## config.mk

```make
export PLATFORM = sky130hd
export DESIGN_NAME = magnetron_pwr_ctrl
export DESIGN_NICKNAME = d
export VERILOG_FILES = /design/src/rtl/magnetron_pwr_ctrl.sv
export SDC_FILE = /design/constraint.sdc
export NUM_CORES = 1
export LEC_CHECK = 0
export ABC_AREA = 1
export CAP_MARGIN = 20
export CORE_MARGIN = 3
export CORE_UTILIZATION = 45
export DETAILED_ROUTE_END_ITERATION = 7
export PLACE_DENSITY_LB_ADDON = 0.05
export SLEW_MARGIN = 20
export SYNTH_ARGS = -nofsm -noshare
export SYNTH_HDL_FRONTEND = slang
export SYNTH_SLANG_ARGS = --single-unit
export TNS_END_PERCENT = 1
```

## constraint.sdc

```tcl
create_clock -name clk -period 3 [get_ports clk]
set_input_delay 0.9 -clock clk [delete_from_list [all_inputs] [get_ports clk]]
set_output_delay 0.9 -clock clk [all_outputs]
set_load 0.005 [all_outputs]
```

## src/rtl/magnetron_pwr_ctrl.sv

```systemverilog
// Microwave magnetron power controller: synchronised front-panel inputs, a four-state
// cook FSM and a per-window duty cycle generator with a saturating energy counter.
module magnetron_pwr_ctrl #(
    parameter int PERIOD = 10,
    parameter int PWR_W  = 4,
    parameter int ON_W   = 16
) (
    input  logic             clk,
    input  logic             resetn,
    input  logic             startn,
    input  logic             stopn,
    input  logic             clearn,
    input  logic             door_closed,
    input  logic             timer_done,
    input  logic [PWR_W-1:0] power_level,
    output logic             mag_on,
    output logic [1:0]       state,
    output logic             done_pulse,
    output logic [ON_W-1:0]  on_cycles
);

    localparam int              WIN_W     = $clog2(PERIOD);
    localparam logic [WIN_W-1:0] WIN_MAX  = WIN_W'(PERIOD - 1);
    localparam logic [31:0]     PERIOD_U  = 32'(PERIOD);
    // Bit order {timer_done, door_closed, clearn, stopn, startn}; reset to the inactive levels.
    localparam logic [4:0]      SYNC_RST  = 5'b00111;

    typedef enum logic [1:0] {
        ST_IDLE  = 2'b00,
        ST_COOK  = 2'b01,
        ST_PAUSE = 2'b10,
        ST_DONE  = 2'b11
    } state_e;

    logic [4:0]       raw_in;
    logic [4:0]       sync1_q, sync1_d, sync2_q, sync2_d;
    logic [1:0]       vld_q, vld_d;
    logic [1:0]       prev_q, prev_d;
    state_e           state_q, state_d;
    logic [PWR_W-1:0] lvl_q, lvl_d;
    logic [WIN_W-1:0] win_q, win_d;
    logic             mag_on_q, mag_on_d;
    logic             done_pulse_q, done_pulse_d;
    logic [ON_W-1:0]  on_cycles_q, on_cycles_d;

    logic             start_ev, stop_ev, clear, door_open, tdone;
    logic             cook_entry;
    logic [31:0]      lvl_eff;

    assign raw_in = {timer_done, door_closed, clearn, stopn, startn};

    // prev_q stays 0 until a genuine sample reaches sync2, so a button already held
    // down when reset releases never looks like a fresh press.
    assign start_ev  = prev_q[0] & ~sync2_q[0];
    assign stop_ev   = prev_q[1] & ~sync2_q[1];
    assign clear     = ~sync2_q[2];
    assign door_open = ~sync2_q[3];
    assign tdone     = sync2_q[4];

    always_comb begin
        sync1_d = raw_in;
        sync2_d = sync1_q;
        vld_d   = {vld_q[0], 1'b1};
        prev_d  = vld_q[1] ? sync2_q[1:0] : 2'b00;

        state_d = state_q;
        case (state_q)
            ST_IDLE: begin
                if (!clear && !tdone && !door_open && !stop_ev && start_ev)
                    state_d = ST_COOK;
            end
            ST_COOK: begin
                if (clear)                     state_d = ST_IDLE;
                else if (tdone)                state_d = ST_DONE;
                else if (door_open || stop_ev) state_d = ST_PAUSE;
            end
            ST_PAUSE: begin
                if (clear)          state_d = ST_IDLE;
                else if (tdone)     state_d = ST_DONE;
                else if (door_open) state_d = ST_PAUSE;
                else if (stop_ev)   state_d = ST_IDLE;
                else if (start_ev)  state_d = ST_COOK;
            end
            ST_DONE: begin
                if (clear || door_open) state_d = ST_IDLE;
            end
            default: state_d = ST_IDLE;
        endcase

        cook_entry = (state_d == ST_COOK) && (state_q != ST_COOK);
        lvl_d      = cook_entry ? power_level : lvl_q;

        if (state_d != ST_COOK || cook_entry) win_d = '0;
        else if (win_q == WIN_MAX)             win_d = '0;
        else                                   win_d = win_q + 1'b1;

        // A zero or out-of-range level means the magnetron stays on for the whole window.
        if (lvl_d == '0 || 32'(lvl_d) >= PERIOD_U) lvl_eff = PERIOD_U;
        else                                       lvl_eff = 32'(lvl_d);

        mag_on_d     = (state_d == ST_COOK) && (32'(win_d) < lvl_eff);
        done_pulse_d = (state_d == ST_DONE) && (state_q != ST_DONE);

        if (cook_entry && state_q == ST_IDLE)      on_cycles_d = '0;
        else if (mag_on_q && on_cycles_q != '1)    on_cycles_d = on_cycles_q + 1'b1;
        else                                       on_cycles_d = on_cycles_q;
    end

    always_ff @(posedge clk or negedge resetn) begin
        if (!resetn) begin
            sync1_q      <= SYNC_RST;
            sync2_q      <= SYNC_RST;
            vld_q        <= 2'b00;
            prev_q       <= 2'b00;
            state_q      <= ST_IDLE;
            lvl_q        <= '0;
            win_q        <= '0;
            mag_on_q     <= 1'b0;
            done_pulse_q <= 1'b0;
            on_cycles_q  <= '0;
        end else begin
            sync1_q      <= sync1_d;
            sync2_q      <= sync2_d;
            vld_q        <= vld_d;
            prev_q       <= prev_d;
            state_q      <= state_d;
            lvl_q        <= lvl_d;
            win_q        <= win_d;
            mag_on_q     <= mag_on_d;
            done_pulse_q <= done_pulse_d;
            on_cycles_q  <= on_cycles_d;
        end
    end

    assign mag_on     = mag_on_q;
    assign state      = state_q;
    assign done_pulse = done_pulse_q;
    assign on_cycles  = on_cycles_q;

endmodule

```

==> flow_summary.ini <==
[outcome]
outcome = finished, final reports clean

[global_route]
antenna_found_initial = 0
grt_max_degree = 43
overflow = 0
grt_pass1_wl_um = 6272
grt_pass1_vias = 1451
gr-usage-all-layers_pct = 15.15

[final_layout]
num-nets-final = 284
utilization_pct = 60.11
syn_to_final_growth_pct = 25.14
antenna_cells = 0
drive_above_1_share_pct = 12.69

[clocking]
cts_max_level = 2
clk_latency_ps = 290
clk_path_buf_depth = 2
clock_tree.root_cell = clkbuf_8
clkTransAtPathRegs_ps = 80
cts_sinks = 42
cts_tree = yes
post-cts-setup-buffers = 0
cts_resized = 0
cts_buffers = 5
cts_hold_buf = 0

[placement]
portBuffers = 30
place_congestion = 0.8162
hpwl_um = 2658
post-place-ws_ps = 447.0

[synth]
synth_xor_xnor_area_share_pct = 1.760
syn_area_mm2 = 0.001991
yosysSeqAreaShare_pct = 53.17
synthTopCellsByCount = nand2_1 (49), dfrtp_1 (36), inv_1 (36)
ys.flop_type = dfrtp_1
syn_inst = 230
yosysMostFrequentCell = nand2_1
ys_warn_count = 0
ys_top_cells_by_area = dfrtp_1 (45%), nand2_1 (9.2%), dfstp_2 (7.9%)
synth-edff-count = 0
synth_nets = 247
synthMuxAreaShare_pct = 0
synth-simple-area-share_pct = 25.52
avgSynthCellArea_um2 = 8.655
synth_top_area_share_pct = 45.25
synth_top_family_by_area = simple AND/OR/NAND/NOR gates
async_flop_share_pct = 100.0
synth-compound-area-share_pct = 8.045
yosysTopAreaCell = dfrtp_1
netlist-cell-type-count = 27
synth-seq-cells = 42
synth_fa_ha_area_share_pct = 3.771

[route]
drt-vias-per-instance = 4.846
first_pass_iters = 4
wire_per_inst_um = 11.11
drt_wl_total_um = 3534
drtIter0Drc = 58
dr_total_vias = 1541
drcViolationCount = 0
ant_nets = 0

[timing]
finalCriticalPeriod_ps = 2528
relSlewSlack_pct = 40.26
setup_violations = 0
fin_crit_sh_pct = 84.27
fin_ws_ps = 471.8
setup_tns_ps = 0
finClkSkew_ps = 7.877
final-hold-violation-count = 0
rsz0062_at_grt = false
slew_violations = 0
fmax_mhz = 395.5
worst_pin_slew_ps = 896.1

[floorplanning]
die_h_um = 72.51
ios = 31
fp.coreArea_mm2 = 0.004144
die_area_mm2 = 0.005258
rows = 23
fp.dieW_um = 72.51
initial_core_util_pct = 48.04

[worst_setup_path]
startpoint_type = flip-flop
cp_cell_sequence = inv_1, nand2_1, nand2_1, o21ai_1, nand2_1, nor2_4, nand3_1, nand2_1, inv_1, nor2_1, nand3_1, nand2_1, nor2_1, ha_1, a21oi_1, nand2_1, a21oi_2
max_stage_delay_ps = 540
crit_type = flip-flop to flip-flop
critical_path.max_fanout = 5
end_kind = flip-flop
required_ps = 3220
crit_top_cell = nand2_1
arrival_ps = 2740
critPathSlowestCell = dfstp_2

[power_and_ir_drop]
power_leakage_nw = 1.221
power.density_mw_per_mm2 = 734.6
ir_drop_v = 0.0005636

[flow_run]
maxCapViolations = 0

[worst_hold_path]
hold_path.class = flip-flop to flip-flop
-- final cells by class --
type	instances	area (um^2)
clock inverter	2	60.06
inverter	40	150.1
timing repair buffer	30	295.3
tap	50	62.56
clock buffer	6	82.58
sequential	42	1059
fill	397	1653
multi-input combinational	148	782.0
-- where the power goes --
part           internal, mW  switching [mW]
clock                 0.355           0.188
combinational         0.227           0.370
sequential            0.641          0.0486
-- path summary, 6_finish.rpt --
path	from	endpoint	slack [ps]	depth (start not counted)
worst max-delay path	sync2_q[1]	mag_on	470	17
min in group asynchronous	resetn	on_cycles[4]	730	1
worst min-delay path	sync1_q[3]	sync2_q[3]	350	0
worst max register to register	sync2_q[1]	mag_on	470	17
max in group asynchronous	resetn	sync1_q[3]	1700	1
worst min register to register	sync1_q[3]	sync2_q[3]	350	0
-- critical path, delay by kind of cell (launching register included) --
| family | cells | cell delay (ps) |
|---|---|---|
| buffers and inverters | 2 | 110 |
| AND/OR/NAND/NOR | 11 | 1050 |
| adder cells (fa/ha/maj) | 1 | 280 |
| AO/OA/AOI/OAI | 3 | 470 |
| flip-flops | 1 | 540 |
-- logic make-up (layout without fill, tap and decap cells) --
kind of cell	count (synthesis)	after routing
AO/OA/AOI/OAI	28	28
XOR/XNOR	4	4
adder cells (fa/ha/maj)	6	6
buffers and inverters	40	78
flip-flops	42	42
other	1	1
AND/OR/NAND/NOR	109	109
-- routing by layer --
metal	share of wire [%]	routed length [um]	up-vias	GRT usage, %
met1	47	1654	705	18.88
met2	49	1741	30	26.39
met3	3.5	124	2	3.324
met5	0	0	-	0
met4	0.37	13	0	4.303
li1	-	-	804	-
-- per-stage QoR --
step	hold WS, ps	std cells	cell area, um^2	total power, mW
after detailed placement	336.4	310	2349	1.306
final	351.6	318	2491	1.830
after global routing	362.2	318	2491	1.980
after floorplan	331.2	230	1991	1.114
after CTS	354.5	318	2491	1.860
after global placement	331.7	310	2349	1.303
-- state kept, by name, indices dropped and copies added, names as in the netlist --
register	flops
done_pulse	1
sync2_q	5
win_q	4
state	2
mag_on	1
sync1_q	5
lvl_q	4
vld_q	2
on_cycles	16
prev_q	2
-- layout by cell type, fill, tap and decap left out, types with 2 or more instances in the layout --
| cell type | instances |
|---|---|
| nand2_2 | 5 |
| dfstp_2 | 6 |
| xor2_1 | 3 |
| nor2_2 | 2 |
| nor3_1 | 5 |
| o21ai_1 | 3 |
| nor2_4 | 3 |
| nand4_1 | 4 |
| clkdlybuf4s50_1 | 29 |
| a211oi_1 | 2 |
| a21oi_1 | 13 |
| nand2_1 | 49 |
| clkbuf_8 | 6 |
| bufinv_16 | 2 |
| ha_1 | 6 |
| nor2_1 | 22 |
| nand3_1 | 16 |
| o21ai_0 | 6 |
| dfrtp_1 | 36 |
| inv_2 | 4 |
| inv_1 | 36 |
(Power assumes the default switching activity.)
